### src/rtl/io_mem_bridge.sv
// io_mem_bridge: CPU byte-bus decoder to RAM and MMIO (UART TX FIFO, RX handshake, cycle counter, halt flag).
// Define IO_TXCOUNT_EN to add a snapshotted counter of bytes sent to the UART at 0x30008-0x3000B.
module io_mem_bridge #(
    parameter int TX_ADDR_W  = 4,
    parameter int RAM_ADDR_W = 17
) (
    input  logic                  clk_in,
    input  logic                  rst_in,
    input  logic [31:0]           mem_a,
    input  logic [7:0]            mem_dout,
    input  logic                  mem_wr,
    output logic [7:0]            mem_din,
    output logic                  cpu_rdy,
    output logic                  ram_en,
    output logic                  ram_wr,
    output logic [RAM_ADDR_W-1:0] ram_a,
    output logic [7:0]            ram_wdata,
    input  logic [7:0]            ram_rdata,
    output logic [7:0]            tx_data,
    output logic                  tx_valid,
    input  logic                  tx_ready,
    input  logic [7:0]            rx_data,
    input  logic                  rx_valid,
    output logic                  rx_ready,
    output logic                  prog_halt
);
    localparam int D = 1 << TX_ADDR_W;

    logic [17:0]        off;
    logic               io, halt_wr, tx_wr, rx_rd, empty, full, pop, push, stall, acc;
    logic [TX_ADDR_W:0] wp_q, wp_d, rp_q, rp_d;
    logic [7:0]         fifo_q [D];
    logic [31:0]        cnt_q, snap_q, snap_d;
    logic [7:0]         io_rdata_q, io_rdata_d;
    logic               sel_io_q, halt_q, halt_d;
    logic               unused_hi;
`ifdef IO_TXCOUNT_EN
    logic [31:0]        txc_q, txsnap_q, txsnap_d;
`endif

    assign off       = mem_a[17:0];
    assign unused_hi = ^mem_a[31:18];
    assign io        = off[17:16] == 2'b11;
    assign halt_wr   = io & mem_wr & (off == 18'h30004);
    assign tx_wr     = halt_wr | (io & mem_wr & (off == 18'h30000) & (mem_dout != 8'h00));
    assign rx_rd     = io & ~mem_wr & (off == 18'h30000);
    assign empty     = wp_q == rp_q;
    assign full      = wp_q == {~rp_q[TX_ADDR_W], rp_q[TX_ADDR_W-1:0]};
    assign pop       = ~empty & tx_ready;
    // a pop in the same cycle frees the slot, so a full FIFO only stalls when the UART is not taking a byte
    assign stall     = (tx_wr & full & ~pop) | (rx_rd & ~rx_valid);
    assign cpu_rdy   = rst_in | ~stall;
    assign acc       = ~rst_in & ~stall;
    assign push      = acc & tx_wr;
    assign ram_en    = acc & ~io;
    assign ram_wr    = ram_en & mem_wr;
    assign ram_a     = mem_a[RAM_ADDR_W-1:0];
    assign ram_wdata = mem_dout;
    assign rx_ready  = acc & rx_rd;
    assign tx_valid  = ~empty;
    assign tx_data   = fifo_q[rp_q[TX_ADDR_W-1:0]];
    assign prog_halt = halt_q;
    assign mem_din   = sel_io_q ? io_rdata_q : ram_rdata;

    assign wp_d   = push ? wp_q + 1'b1 : wp_q;
    assign rp_d   = pop ? rp_q + 1'b1 : rp_q;
    assign halt_d = halt_q | (push & halt_wr);

    always_comb begin
        io_rdata_d = 8'h00;
        snap_d     = snap_q;
`ifdef IO_TXCOUNT_EN
        txsnap_d   = txsnap_q;
`endif
        if (off == 18'h30000) io_rdata_d = rx_data;
        else if (off == 18'h30004) begin
            io_rdata_d = cnt_q[7:0];
            snap_d     = cnt_q;
        end
        else if (off[17:2] == 16'hC001) io_rdata_d = snap_q[{off[1:0], 3'b000} +: 8];
`ifdef IO_TXCOUNT_EN
        else if (off == 18'h30008) begin
            io_rdata_d = txc_q[7:0];
            txsnap_d   = txc_q;
        end
        else if (off[17:2] == 16'hC002) io_rdata_d = txsnap_q[{off[1:0], 3'b000} +: 8];
`endif
    end

    always_ff @(posedge clk_in)
        if (push) fifo_q[wp_q[TX_ADDR_W-1:0]] <= halt_wr ? 8'h00 : mem_dout;

    // sel_io_q resets to 1 with io_rdata_q = 0 so mem_din reads 0 out of reset
    always_ff @(posedge clk_in or posedge rst_in)
        if (rst_in) begin
            wp_q       <= '0;
            rp_q       <= '0;
            cnt_q      <= '0;
            snap_q     <= '0;
            io_rdata_q <= '0;
            sel_io_q   <= 1'b1;
            halt_q     <= 1'b0;
        end else begin
            wp_q   <= wp_d;
            rp_q   <= rp_d;
            cnt_q  <= cnt_q + 32'd1;
            halt_q <= halt_d;
            if (acc) sel_io_q <= io;
            if (acc & io & ~mem_wr) begin
                io_rdata_q <= io_rdata_d;
                snap_q     <= snap_d;
            end
        end

`ifdef IO_TXCOUNT_EN
    always_ff @(posedge clk_in or posedge rst_in)
        if (rst_in) begin
            txc_q    <= '0;
            txsnap_q <= '0;
        end else begin
            txc_q <= txc_q + {31'd0, pop};
            if (acc & io & ~mem_wr) txsnap_q <= txsnap_d;
        end
`endif
endmodule

### config.mk
export PLATFORM = sky130hd
export DESIGN_NAME = io_mem_bridge
export DESIGN_NICKNAME = d
export VERILOG_FILES = /design/src/rtl/io_mem_bridge.sv
export SDC_FILE = /design/constraint.sdc
export NUM_CORES = 1
export LEC_CHECK = 0
export BUFFER_PORTS_ARGS = -buffer_cell sky130_fd_sc_hd__buf_2
export CORE_MARGIN = 10
export CORE_UTILIZATION = 35
export CTS_BUF_LIST = sky130_fd_sc_hd__clkbuf_8
export CTS_CLUSTER_SIZE = 14
export DETAILED_ROUTE_END_ITERATION = 8
export HOLD_SLACK_MARGIN = 0.02
export SYNTH_ARGS = -nofsm -noshare
export SYNTH_HDL_FRONTEND = slang
export SYNTH_SLANG_ARGS = --single-unit
### constraint.sdc
create_clock -name clk_in -period 3.55 [get_ports clk_in]
set_input_delay 0.355 -clock clk_in [delete_from_list [all_inputs] [get_ports clk_in]]
set_output_delay 0.355 -clock clk_in [all_outputs]
set_load 0.02 [all_outputs]
**After elaboration in Yosys (flattened, before gate mapping)**

Memories as Yosys holds them, arrays and structs flattened.
Index checks and enable logic that the tools add are counted.

- Flip-flop bits (word level): 84
- Bits in writable memories: 128
- Input bits: 61
- Output and inout bits: 47
- Logic and storage cells: 58
- Memories kept: 1

- $add $sub $neg: 3
- Equality and inequality tests: 6
- Shifts and indexed selects: 1
- Muxes and demuxes: 7
- Bitwise operators: 31
- Reduce and logical (&&, ||, !) cells: 2

Memory list:

| memory | depth | width | read ports | clocked after Yosys merged registers in | wr ports | line | source |
|---|---|---|---|---|---|---|---|
| fifo_q | 16 | 8 | 1 | 0 | 1 | 32 | `logic [7:0] fifo_q [D];` |

Operators by type and width:

| kind | count |
|---|---|
| 2-to-1 mux 8 bit | 5 |
| == test 18 bit (second input constant) | 2 |
| adder 32 x 1 -> 32 bit (second input constant) | 1 |
| indexed part select 32 x 6 -> 8 bit | 1 |
| AND 1 bit | 18 |
| == test 16 bit (second input constant) | 1 |
| adder 5 x 1 -> 5 bit (second input constant) | 2 |
| == test 5 bit | 2 |
| NOT 1 bit | 9 |
| nonzero test 8 bit | 1 |
| OR 1 bit | 4 |
| AND reduction 3 bit | 1 |
| == test 2 bit (second input constant) | 1 |
| 2-to-1 mux 1 bit | 2 |

**Logic depth before layout (Yosys ltp)**

Gate-level depths: netlist of run 1.

- Depth in word-level cells: 13
- Depth in mapped cells: 7
- Gate-level depth less buffers: 6

**Least setup slack after synthesis of run 1**

OpenSTA, ideal clock, no wires.

- Path kind: input -> output
- Start: input port rst_in
- End: output port ram_wr
- Arrival time: 3.099 ns
- Required time: 3.195 ns
- Setup slack: 0.096 ns
- Stages on the path: 3
- Buffers on the path: 0
- Cells stage by stage: inv_1 o211ai_1 nor3b_1

- Cells in the longest elaborated chain, start to end: 4

Ends and longest elaborated chain:

| what | line | source |
|---|---|---|
| from (decl) | 8 | `input logic rst_in,` |
| NOT 1 bit | 53 | `assign acc = ~rst_in & ~stall;` |
| AND 1 bit | 53 |  |
| AND 1 bit | 55 | `assign ram_en = acc & ~io;` |
| AND 1 bit | 56 | `assign ram_wr = ram_en & mem_wr;` |
| to (decl) | 15 | `output logic ram_wr,` |

No other way between the ends.

**Final worst setup path of run 1**

- Start: register rp_q[0]
- End: output port ram_wr

- Cells in the longest elaborated chain, start to end: 10
- Elaborated cells between the ends (all ways): 12
- Classes of those cells: eq/ne: 2; bitwise: 10

Ends and longest elaborated chain:

| what | line | source |
|---|---|---|
| from (decl) | 31 | `logic [TX_ADDR_W:0] wp_q, wp_d, rp_q, rp_d;` |
| from (signal assigned) | 105 | `rp_q <= rp_d;` |
| == test 5 bit | 47 | `assign empty = wp_q == rp_q;` |
| NOT 1 bit | 49 | `assign pop = ~empty & tx_ready;` |
| AND 1 bit | 49 |  |
| NOT 1 bit | 51 | `assign stall = (tx_wr & full & ~pop) \| (rx_rd & ~rx_valid);` |
| AND 1 bit * | 51 |  |
| OR 1 bit * | 51 |  |
| NOT 1 bit * | 53 |  |
| AND 1 bit * | 53 |  |
| AND 1 bit * | 55 |  |
| AND 1 bit * | 56 |  |

Mark *: on every way between the ends. The rest lies on a longest branch, timed or not.

==> reports/results.tsv, run 1 <==
metric	value	unit
area_delta_synth_final	15.7	%
pwr-share-comb	22.9	%
cts_tree	done	
synth_top_area_share	42.8	%
fp.dieW	180	um
dp_hpwl	14000	um
synth_area_leaders	edfxtp_1 (43%), dfrtp_1 (21%), mux4_2 (12%), mux2_2 (5.1%), xnor2_1 (2.7%)	
final.min_clock_period	3.16	ns
max_freq	0.316	GHz
leakage	4.12	nW
yosysWarnings	0	
grt_max_degree	77	
grt_pass1_wl	32100	um
dieArea	0.0325	mm2
finClkSkew	0.0177	ns
required	3.19	ns
ant_nets	0	
p_sw	1.72	mW
dp.cells	925	
numCtsBuffers	36	
antenna_found_initial	0	
layout_setup_ws	0.386	ns
critPathMaxFanout	14	
core-area	0.0252	mm2
busiest_layer	met2	
p_int	4.32	mW
syn_avg_cell_area	16.9	um2
seq_power_share	43.6	%
power.share.clock	33.5	%
cp-start-kind	flop	
place_congestion	0.813	
power_density	581	mW/mm2
slew_viol_final	0	
std_cell_rows	58	
setup_viol	0	
outcome	completed	
grt_usage	12.4	%
final_nets	700	
dr_total_vias	4932	
yosysTopAreaCell	edfxtp_1	
fill_cells	2256	
worstMarginPinSlew	1.04	ns
slew-limit-headroom	30.6	%
yosysSeqAreaShare	64.0	%
clk_path_buf_depth	3	
wl_per_cell	20.3	um
arrival	2.81	ns
grt.met1_usage	14.1	%
cts_setup_buffers	0	
cts_sinks	204	
fin_crit_sh	89.1	%
antenna_cells	0	
post-place-ws	0.604	ns
crit_type	flop to primary output	
post_route_cells_drive_above_1_share	39.5	%
firstDrtPassIters	4	
clkTransAtPathRegs	0.06	ns
num_io_pins	108	
initial_core_util	35.6	%
p_sw_share	28.4	%
drt_wl_total	20100	um
clk_latency	0.52	ns
p_total	6.04	mW
die_y	180	um
first_iter_violations	230	
drv_cap	0	
vias_per_cell	4.99	
numPortBuffers	93	
ys_types	48	
ir_worst_vdd	0.360	mV
rsz0062_at_grt	false	
grt_util_met2	22.7	%
clockRootBuffer	clkbuf_8	
h-tree-depth	2	
hold_viol	0	
postSynthCellCount	532	
yosys_register_bits	204	
hold_path.class	input port to asynchronous set/reset pin	
gr-usage-met3	2.75	%
fin_setup_tns	0	ns
syn_area	0.00898	mm2
crit_path_end_kind	primary output	
drc	0	
fin_cells	988	
synth_nets	599	
grt_pass1_vias	5557	
overflow	0	
[timing repair]
action / in CTS / in global routing
resized for setup: 0 / 1
hold buffers: 0 / 0
setup endpoints to repair: 0 / 1
[flip-flops by register name (all words and copies together), names as in the netlist]
signal / count
io_rdata_q: 8
rp_q: 5
snap_q: 24
prog_halt: 1
fifo_q: 128
wp_q: 5
sel_io_q: 1
cnt_q: 32
[through the flow]
step / utilization (%) / hold slack [ns] / instance area, um2
final: 41.3 / 0.170 / 10400
after global routing: 41.3 / 0.157 / 10400
after CTS: 41.2 / 0.151 / 10400
after detailed placement: 38.6 / 0.464 / 9710
after global placement: 38.6 / 0.464 / 9710
after floorplan: - / 0.440 / 8980
[cell usage after synthesis, drive strengths merged]
cell       n
edfxtp   128
dfrtp     75
mux4      48
mux2      43
buf       37
xnor2     29
nand2     17
and3      16
nor2      15
nand4     14
xor2      14
nand3     13
inv       10
nor2b     10
a22o       8
clkbuf     8
nor4       8
nor3       7
ha         6
and2       5
and4       3
a21oi      2
nor4b      2
or4        2
a21boi     1
a31oi      1
and4bb     1
dfstp      1
nand2b     1
nor3b      1
o211ai     1
o21ai      1
o21ba      1
o21bai     1
o2bb2ai    1
or3        1
[layout make-up]
cell class              instances  area, um2  area share [%]
repair buffers                108        591            5.68
flip-flops and latches        204       5750            55.4
multi-input cells             273       2930            28.2
well taps                     330        413            3.97
clock buffers                  39        537            5.17
inverters                      10       37.5           0.361
clock inverters                24        135            1.30
[cell usage in the layout (no fill, tap or decap), drive strengths merged, types with 15 or more instances in the layout]
cell / instances
inv: 26
xnor2: 29
edfxtp: 128
mux2: 43
and3: 16
nor2: 15
buf: 108
dfrtp: 75
clkbuf: 39
mux4: 48
nand2: 17
[critical path: stages, from the launching register on]
cell	delay [ns]
dfrtp_4	0.61
xor2_1	0.22
nor4_2	0.49
a31oi_1	0.21
o211ai_1	0.44
nor3b_1	0.12
buf_2	0.19
[worst paths after layout]
| path | slack [ns] | depth (start not counted) | endpoint | from |
|---|---|---|---|---|
| min in group clk_in | 0.18 | 3 | io_rdata_q[4] | rx_data[4] |
| worst min-delay path | 0.17 | 3 | rp_q[4] | rst_in |
| worst max-delay path | 0.39 | 6 | ram_wr | rp_q[0] |
| worst min register to register | 0.48 | 1 | cnt_q[31] | cnt_q[31] |
| worst max register to register | 0.96 | 5 | fifo_q[0][7] | rp_q[0] |
| max in group asynchronous | 2.68 | 3 | rp_q[0] | rst_in |
[per-layer routing]
| metal | vias up | part of all wire (%) |
|---|---|---|
| met1 | 2576 | 40 |
| met4 | 0 | 1.5 |
| met3 | 31 | 4.3 |
| li1 | 2234 | - |
| met2 | 91 | 54 |
| met5 | - | 0 |
[logic make-up (layout without fill, tap and decap cells)]
family	Yosys count	in the layout	share of synthesized area [%]
AOI/OAI and AO/OA	17	17	1.48
xor gates and xnor gates	43	43	4.28
adders and majority gates	6	6	0.836
buffers and inverters	55	181	3.48
DFF	204	204	64.0
muxes	91	91	17.5
and+or+nand+nor	116	116	8.42
[power by group through the flow]
stage	Combinational (mW)	Clock, mW	Sequential, mW
after global routing	1.49	2.21	2.64
after detailed placement	1.42	0	2.68
after floorplan	1.03	0	2.63
final	1.38	2.03	2.63
after CTS	1.42	2.09	2.63
after global placement	1.39	0	2.68
No activity file was read; power rests on OpenSTA's default activity.
==> inputs of run 2 (changes only) <==
--- a/config.mk
+++ b/config.mk
@@ -7,7 +7,7 @@
 export LEC_CHECK = 0
 export BUFFER_PORTS_ARGS = -buffer_cell sky130_fd_sc_hd__buf_2
 export CORE_MARGIN = 10
-export CORE_UTILIZATION = 35
+export CORE_UTILIZATION = 37
 export CTS_BUF_LIST = sky130_fd_sc_hd__clkbuf_8
 export CTS_CLUSTER_SIZE = 14
 export DETAILED_ROUTE_END_ITERATION = 8
==> run 2 against run 1 <==
  * Largest power group unchanged
  * Highest routed layer unchanged
  * Final area is 0.30% higher
  * Flip-flop and latch count stayed put
  * Count of clock-buffer cells in the layout is 1 lower
  * Cell count is 0.91% lower
  * Fmax is 0.32% lower
  * Sequential power is 2% lower
  * Non-clock buffer count is 1 lower
  * Critical path depth is 1 higher
  * Largest cell class unchanged
==> reports/results.tsv, run 2 (synthesized netlist as in run 1, its figures left out) <==
metric	value	unit	change
fin_cells	979		was 988
outcome	completed		unchanged
leakage	4.14	nW	was 4.12 nW
setup_viol	0		unchanged
grt_util_met2	23.0	%	was 22.7%
initial_core_util	37.9	%	was 35.6%
busiest_layer	met2		unchanged
vias_per_cell	5.03		was 4.99
final_nets	700		unchanged
place_congestion	0.781		was 0.813
rsz0062_at_grt	false		unchanged
clkTransAtPathRegs	0.07	ns	was 0.06 ns
hold_path.class	input port to asynchronous set/reset pin		unchanged
finClkSkew	0.0290	ns	was 0.0177 ns
firstDrtPassIters	5		was 4
place_area	0.00968	mm2	was 0.00971 mm2
drv_cap	0		unchanged
worstMarginPinSlew	1.14	ns	was 1.04 ns
fin_crit_sh	89.4	%	was 89.1%
crit_type	flop to primary output		unchanged
grt_usage	12.8	%	was 12.4%
r2r-end	fifo_q[0][7]		unchanged
wl_per_cell	20.5	um	was 20.3 um
cts_sinks	204		unchanged
fin_setup_tns	0	ns	unchanged
area_delta_synth_final	16.1	%	was 15.7%
ir_worst_vdd	0.271	mV	was 0.360 mV
slew-limit-headroom	23.8	%	was 30.6%
mostFrequentLayoutCell	edfxtp_1		unchanged
dp.cells	913		was 925
arrival	2.82	ns	was 2.81 ns
grt.met1_usage	15.1	%	was 14.1%
hold_buffers	0		unchanged
cp-start-kind	flop		unchanged
largest_reg_flops	128		unchanged
post_route_cells_drive_above_1_share	40.0	%	was 39.5%
antenna_found_initial	0		unchanged
grt_pass1_vias	5302		was 5557
drt_wl_total	20000	um	was 20100 um
fill_cells	2142		was 2256
max_freq	0.315	GHz	was 0.316 GHz
crit_path_end	rx_ready		was ram_wr
std_cell_rows	56		was 58
ff2ff_setup_slack	0.89	ns	was 0.96 ns
critPathMaxFanout	16		was 14
cts_tree	done		unchanged
final_cell_area	0.0104	mm2	about the same
fp.dieW	176	um	was 180 um
required	3.19	ns	about the same
r2r-start	rp_q[0]		unchanged
r2r_cells	6		was 5
numPortBuffers	93		unchanged
hold_viol	0		unchanged
cts_setup_buffers	0		unchanged
final_util	44.0	%	was 41.3%
mostFrequentLayoutCells	edfxtp_1 (128), buf_2 (93), dfrtp_1 (74), mux4_2 (47), mux2_2 (41)		unchanged
core-area	0.0237	mm2	was 0.0252 mm2
die_y	176	um	was 180 um
final.min_clock_period	3.17	ns	was 3.16 ns
crit_start	rp_q[0]		unchanged
num_io_pins	108		unchanged
crit_path_end_kind	primary output		unchanged
clk_latency	0.54	ns	was 0.52 ns
slew_viol_final	0		unchanged
antenna_cells	0		unchanged
gr-usage-met3	2.83	%	was 2.75%
dr_total_vias	4922		was 4932
grt_pass1_wl	31000	um	was 32100 um
cts.repair.resized	0		unchanged
dieArea	0.0309	mm2	was 0.0325 mm2
overflow	0		unchanged
power_density	593	mW/mm2	was 581 mW/mm2
first_iter_violations	260		was 230
h-tree-depth	2		unchanged
hold_ws	0.155	ns	was 0.170 ns
grt_max_degree	77		unchanged
drc	0		unchanged
ant_nets	0		unchanged
dp_hpwl	14000	um	about the same
clockRootBuffer	clkbuf_8		unchanged
numCtsBuffers	37		was 36
clk_path_buf_depth	3		unchanged
==> run 2: cell types whose count changed in the layout (fill, tap and decap cells not counted), sizes merged <==
cell,delta
clkinvlp,-1
clkinv,+6
buf,-1
inv,-3
bufinv,+2
clkbuf,-1
==> run 2: final cells by class <==
cell class                      count  area, um2  area share (%)
Clock buffer                       38        523            5.02
Sequential cell                   204       5750            55.2
Inverter                           10       37.5           0.360
Tap cell                          319        399            3.83
Multi-Input combinational cell    273       2930            28.1
Clock inverter                     28        216            2.08
Timing Repair Buffer              107        571            5.48
==> run 2: how the worst min path moves through the flow <==
stage	endpoint	slack (ns)	cells past startpoint
final	wp_q[3]	0.16	3
after global routing	io_rdata_q[3]	0.17	3
after CTS	io_rdata_q[5]	0.16	3
after detailed placement	cnt_q[31]	0.47	1
after global placement	prog_halt	0.46	1
after floorplan	cnt_q[31]	0.44	1
==> run 2: power breakdown <==
group          switching (mW)  total (mW)  internal [mW]  leakage (nW)
Sequential             0.0163        2.58           2.56          2.18
Clock                   0.970        2.20           1.23         0.423
Combinational           0.747        1.40          0.656          1.54
Total                    1.73        6.18           4.45          4.14
==> run 2: layer usage <==
layer	routed length, um	vias up
li1	-	2229
met1	8160	2545
met2	10600	111
met3	905	37
met4	345	0
met5	0	-
==> run 2: critical path, stage by stage (launching register included) <==
cell,delay (ns)
dfrtp_2,0.39
buf_4,0.25
xor2_1,0.21
nor4_2,0.49
a31oi_1,0.22
o211ai_1,0.44
nor3_1,0.11
buf_2,0.19
==> run 2: per-stage QoR <==
stage / power, mW / setup WS (ns)
2_1_floorplan: 3.65 / 0.0962
3_3_place_gp: 4.06 / 0.660
3_5_place_dp: 4.08 / 0.568
4_1_cts: 6.29 / 0.362
5_1_grt: 6.47 / 0.151
6_report: 6.18 / 0.376
==> inputs of run 3 (changes only) <==
--- a/config.mk
+++ b/config.mk
@@ -6,6 +6,7 @@
 export NUM_CORES = 1
 export LEC_CHECK = 0
 export BUFFER_PORTS_ARGS = -buffer_cell sky130_fd_sc_hd__buf_2
+export CORE_ASPECT_RATIO = 0.9
 export CORE_MARGIN = 10
 export CORE_UTILIZATION = 37
 export CTS_BUF_LIST = sky130_fd_sc_hd__clkbuf_8
==> constraint.sdc (replaced) <==
create_clock -name clk_in -period 2.7 [get_ports clk_in]
set_input_delay 0.27 -clock clk_in [delete_from_list [all_inputs] [get_ports clk_in]]
set_output_delay 0.27 -clock clk_in [all_outputs]
set_load 0.02 [all_outputs]
==> run 3 against run 2 <==
  * Wire length rose by 0.40%
  * Critical endpoint is now tx_data[5]
  * Highest routed layer unchanged
  * Cell count rose by 1.5%
  * Combinational power is 42% higher
  * Via count up 2.0%
  * First-iteration DRC count grew 8.1%
==> reports/results.tsv, run 3 (synthesized netlist as in run 1, its figures left out) <==
metric	value	unit	change
outcome	completed		unchanged
power_density	754	mW/mm2	was 593 mW/mm2
numPortBuffers	93		unchanged
setup_viol	0		unchanged
place_area	0.00994	mm2	was 0.00968 mm2
dp_hpwl	14000	um	about the same
fill_cells	2147		was 2142
leakage	4.29	nW	was 4.14 nW
post_route_cells_drive_above_1_share	42.6	%	was 40.0%
worstMarginPinSlew	1.23	ns	was 1.14 ns
mostFrequentLayoutCells	edfxtp_1 (128), buf_2 (90), dfrtp_1 (71), mux4_2 (47), mux2_2 (41)		was edfxtp_1 (128), buf_2 (93), dfrtp_1 (74), mux4_2 (47), mux2_2 (41)
fin_crit_sh	99.2	%	
cts_sinks	204		unchanged
final.min_clock_period	2.68	ns	
firstDrtPassIters	4		was 5
ir_worst_vdd	0.302	mV	was 0.271 mV
num_io_pins	108		unchanged
grt_pass1_wl	31400	um	was 31000 um
top_layer	met4		unchanged
worstPathCellList	buf_12 > mux4_2 > mux4_2 > buf_2		was buf_4 > xor2_1 > nor4_2 > a31oi_1 > o211ai_1 > nor3_1 > buf_2
wl_met3	782	um	was 905 um
max_freq	0.373	GHz	
clkTransAtPathRegs	0.06	ns	was 0.07 ns
final_nets	730		was 700
slew_viol_final	0		unchanged
cp-start-kind	flop		unchanged
wl_met2	9960	um	was 10600 um
overflow	0		unchanged
fin_setup_tns	0	ns	unchanged
std_cell_rows	54		was 56
hold_path.class	input port to asynchronous set/reset pin		unchanged
first_iter_violations	281		was 260
cts_tree	done		unchanged
dr_total_vias	5018		was 4922
largest_reg_flops	128		unchanged
required	2.43	ns	was 3.19 ns
die_y	168	um	was 176 um
fp.dieW	184	um	was 176 um
rsz0062_at_grt	true		was false
slowest_delay	0.56	ns	was 0.49 ns
crit_path_frequent_cell	mux4_2		
hold_buffers	0		unchanged
arrival	2.41	ns	was 2.82 ns
wl_per_cell	20.2	um	was 20.5 um
layout_setup_ws	0.0213	ns	was 0.376 ns
slew-limit-headroom	17.6	%	was 23.8%
vias_per_cell	5.05		was 5.03
drc	0		unchanged
antenna_found_initial	0		unchanged
grt_max_degree	77		unchanged
slowest_stage	mux4_2		was nor4_2
drt_wl_total	20100	um	was 20000 um
post-place-ws	0.0807	ns	was 0.568 ns
r2r_cells	6		unchanged
ant_nets	0		unchanged
area_delta_synth_final	19.2	%	was 16.1%
numCtsBuffers	36		was 37
mostFrequentLayoutCell	edfxtp_1		unchanged
crit_path_end_kind	primary output		unchanged
h-tree-depth	2		unchanged
clockRootBuffer	clkbuf_8		unchanged
grt_usage	13.1	%	was 12.8%
final_cell_area	0.0107	mm2	was 0.0104 mm2
place_congestion	0.801		was 0.781
critPathMaxFanout	14		was 16
antenna_cells	0		unchanged
drv_cap	0		unchanged
met1_length	9100	um	was 8160 um
crit_type	flop to primary output		unchanged
finClkSkew	0.0194	ns	was 0.0290 ns
core-area	0.0241	mm2	was 0.0237 mm2
clk_path_buf_depth	3		unchanged
multi_input_area	0.00293	mm2	about the same
initial_core_util	37.3	%	was 37.9%
dieArea	0.0309	mm2	about the same
hold_viol	0		unchanged
final-seq-area	0.00575	mm2	about the same
clk_latency	0.51	ns	was 0.54 ns
grt_pass1_vias	5448		was 5302
[run 3: stage by stage]
stage | util [%] | power [mW] | hold slack (ns) | instances
3_5_place_dp | 41.3 | 5.40 | 0.468 | 926
2_1_floorplan | - | 4.81 | 0.440 | 532
4_1_cts | 44.5 | 8.23 | 0.112 | 992
6_report | 44.5 | 8.07 | 0.121 | 994
5_1_grt | 44.5 | 8.46 | 0.111 | 994
3_3_place_gp | 41.3 | 5.37 | 0.461 | 926
[run 3: final timing paths]
| check | startpoint | endpoint | slack, ns |
|---|---|---|---|
| min | rst_in | rp_q[0] | 0.12 |
| max | rp_q[0] | tx_data[5] | 0.02 |
| min in group clk_in | rx_data[6] | io_rdata_q[6] | 0.13 |
| min reg2reg | cnt_q[31] | cnt_q[31] | 0.47 |
| max in group asynchronous | rst_in | wp_q[2] | 1.92 |
| max reg2reg | cnt_q[0] | cnt_q[30] | 0.47 |
[run 3: timing repair]
item | 4_1_cts | 5_1_grt
endpoints found under the setup margin | 11 | 11
buffers inserted | 4 | 3
pin swaps | 1 | 2
endpoints found under the hold margin | 0 | 0
gates cloned | 1 | 0
gates resized for setup | 6 | 5
[run 3: final cells by class]
class                      count  share of cell area, %
clock buffer                  37                   4.76
sequential                   204                   53.7
timing repair buffer         138                   8.62
inverter                      10                  0.386
clock inverter                24                   1.50
tap                          308                   3.60
multi-input combinational    273                   27.4
[run 3: power breakdown]
group | total, mW | leakage (nW) | internal, mW | switching, mW
Clock | 2.66 | 0.382 | 1.47 | 1.20
Sequential | 3.42 | 2.17 | 3.37 | 0.0505
Combinational | 1.99 | 1.74 | 0.978 | 1.01
[run 3: routing by layer]
metal | track usage [%] | vias up
li1 | - | 2287
met1 | 17.7 | 2604
met2 | 21.4 | 100
met3 | 2.51 | 27
met4 | 3.20 | 0
met5 | 0 | -
[run 3: worst max-delay path: cells and delay by family, from the launching register on]
family | cells | cell delay, ns
mux | 2 | 1.07
flops | 1 | 0.45
buf+inv | 2 | 0.38
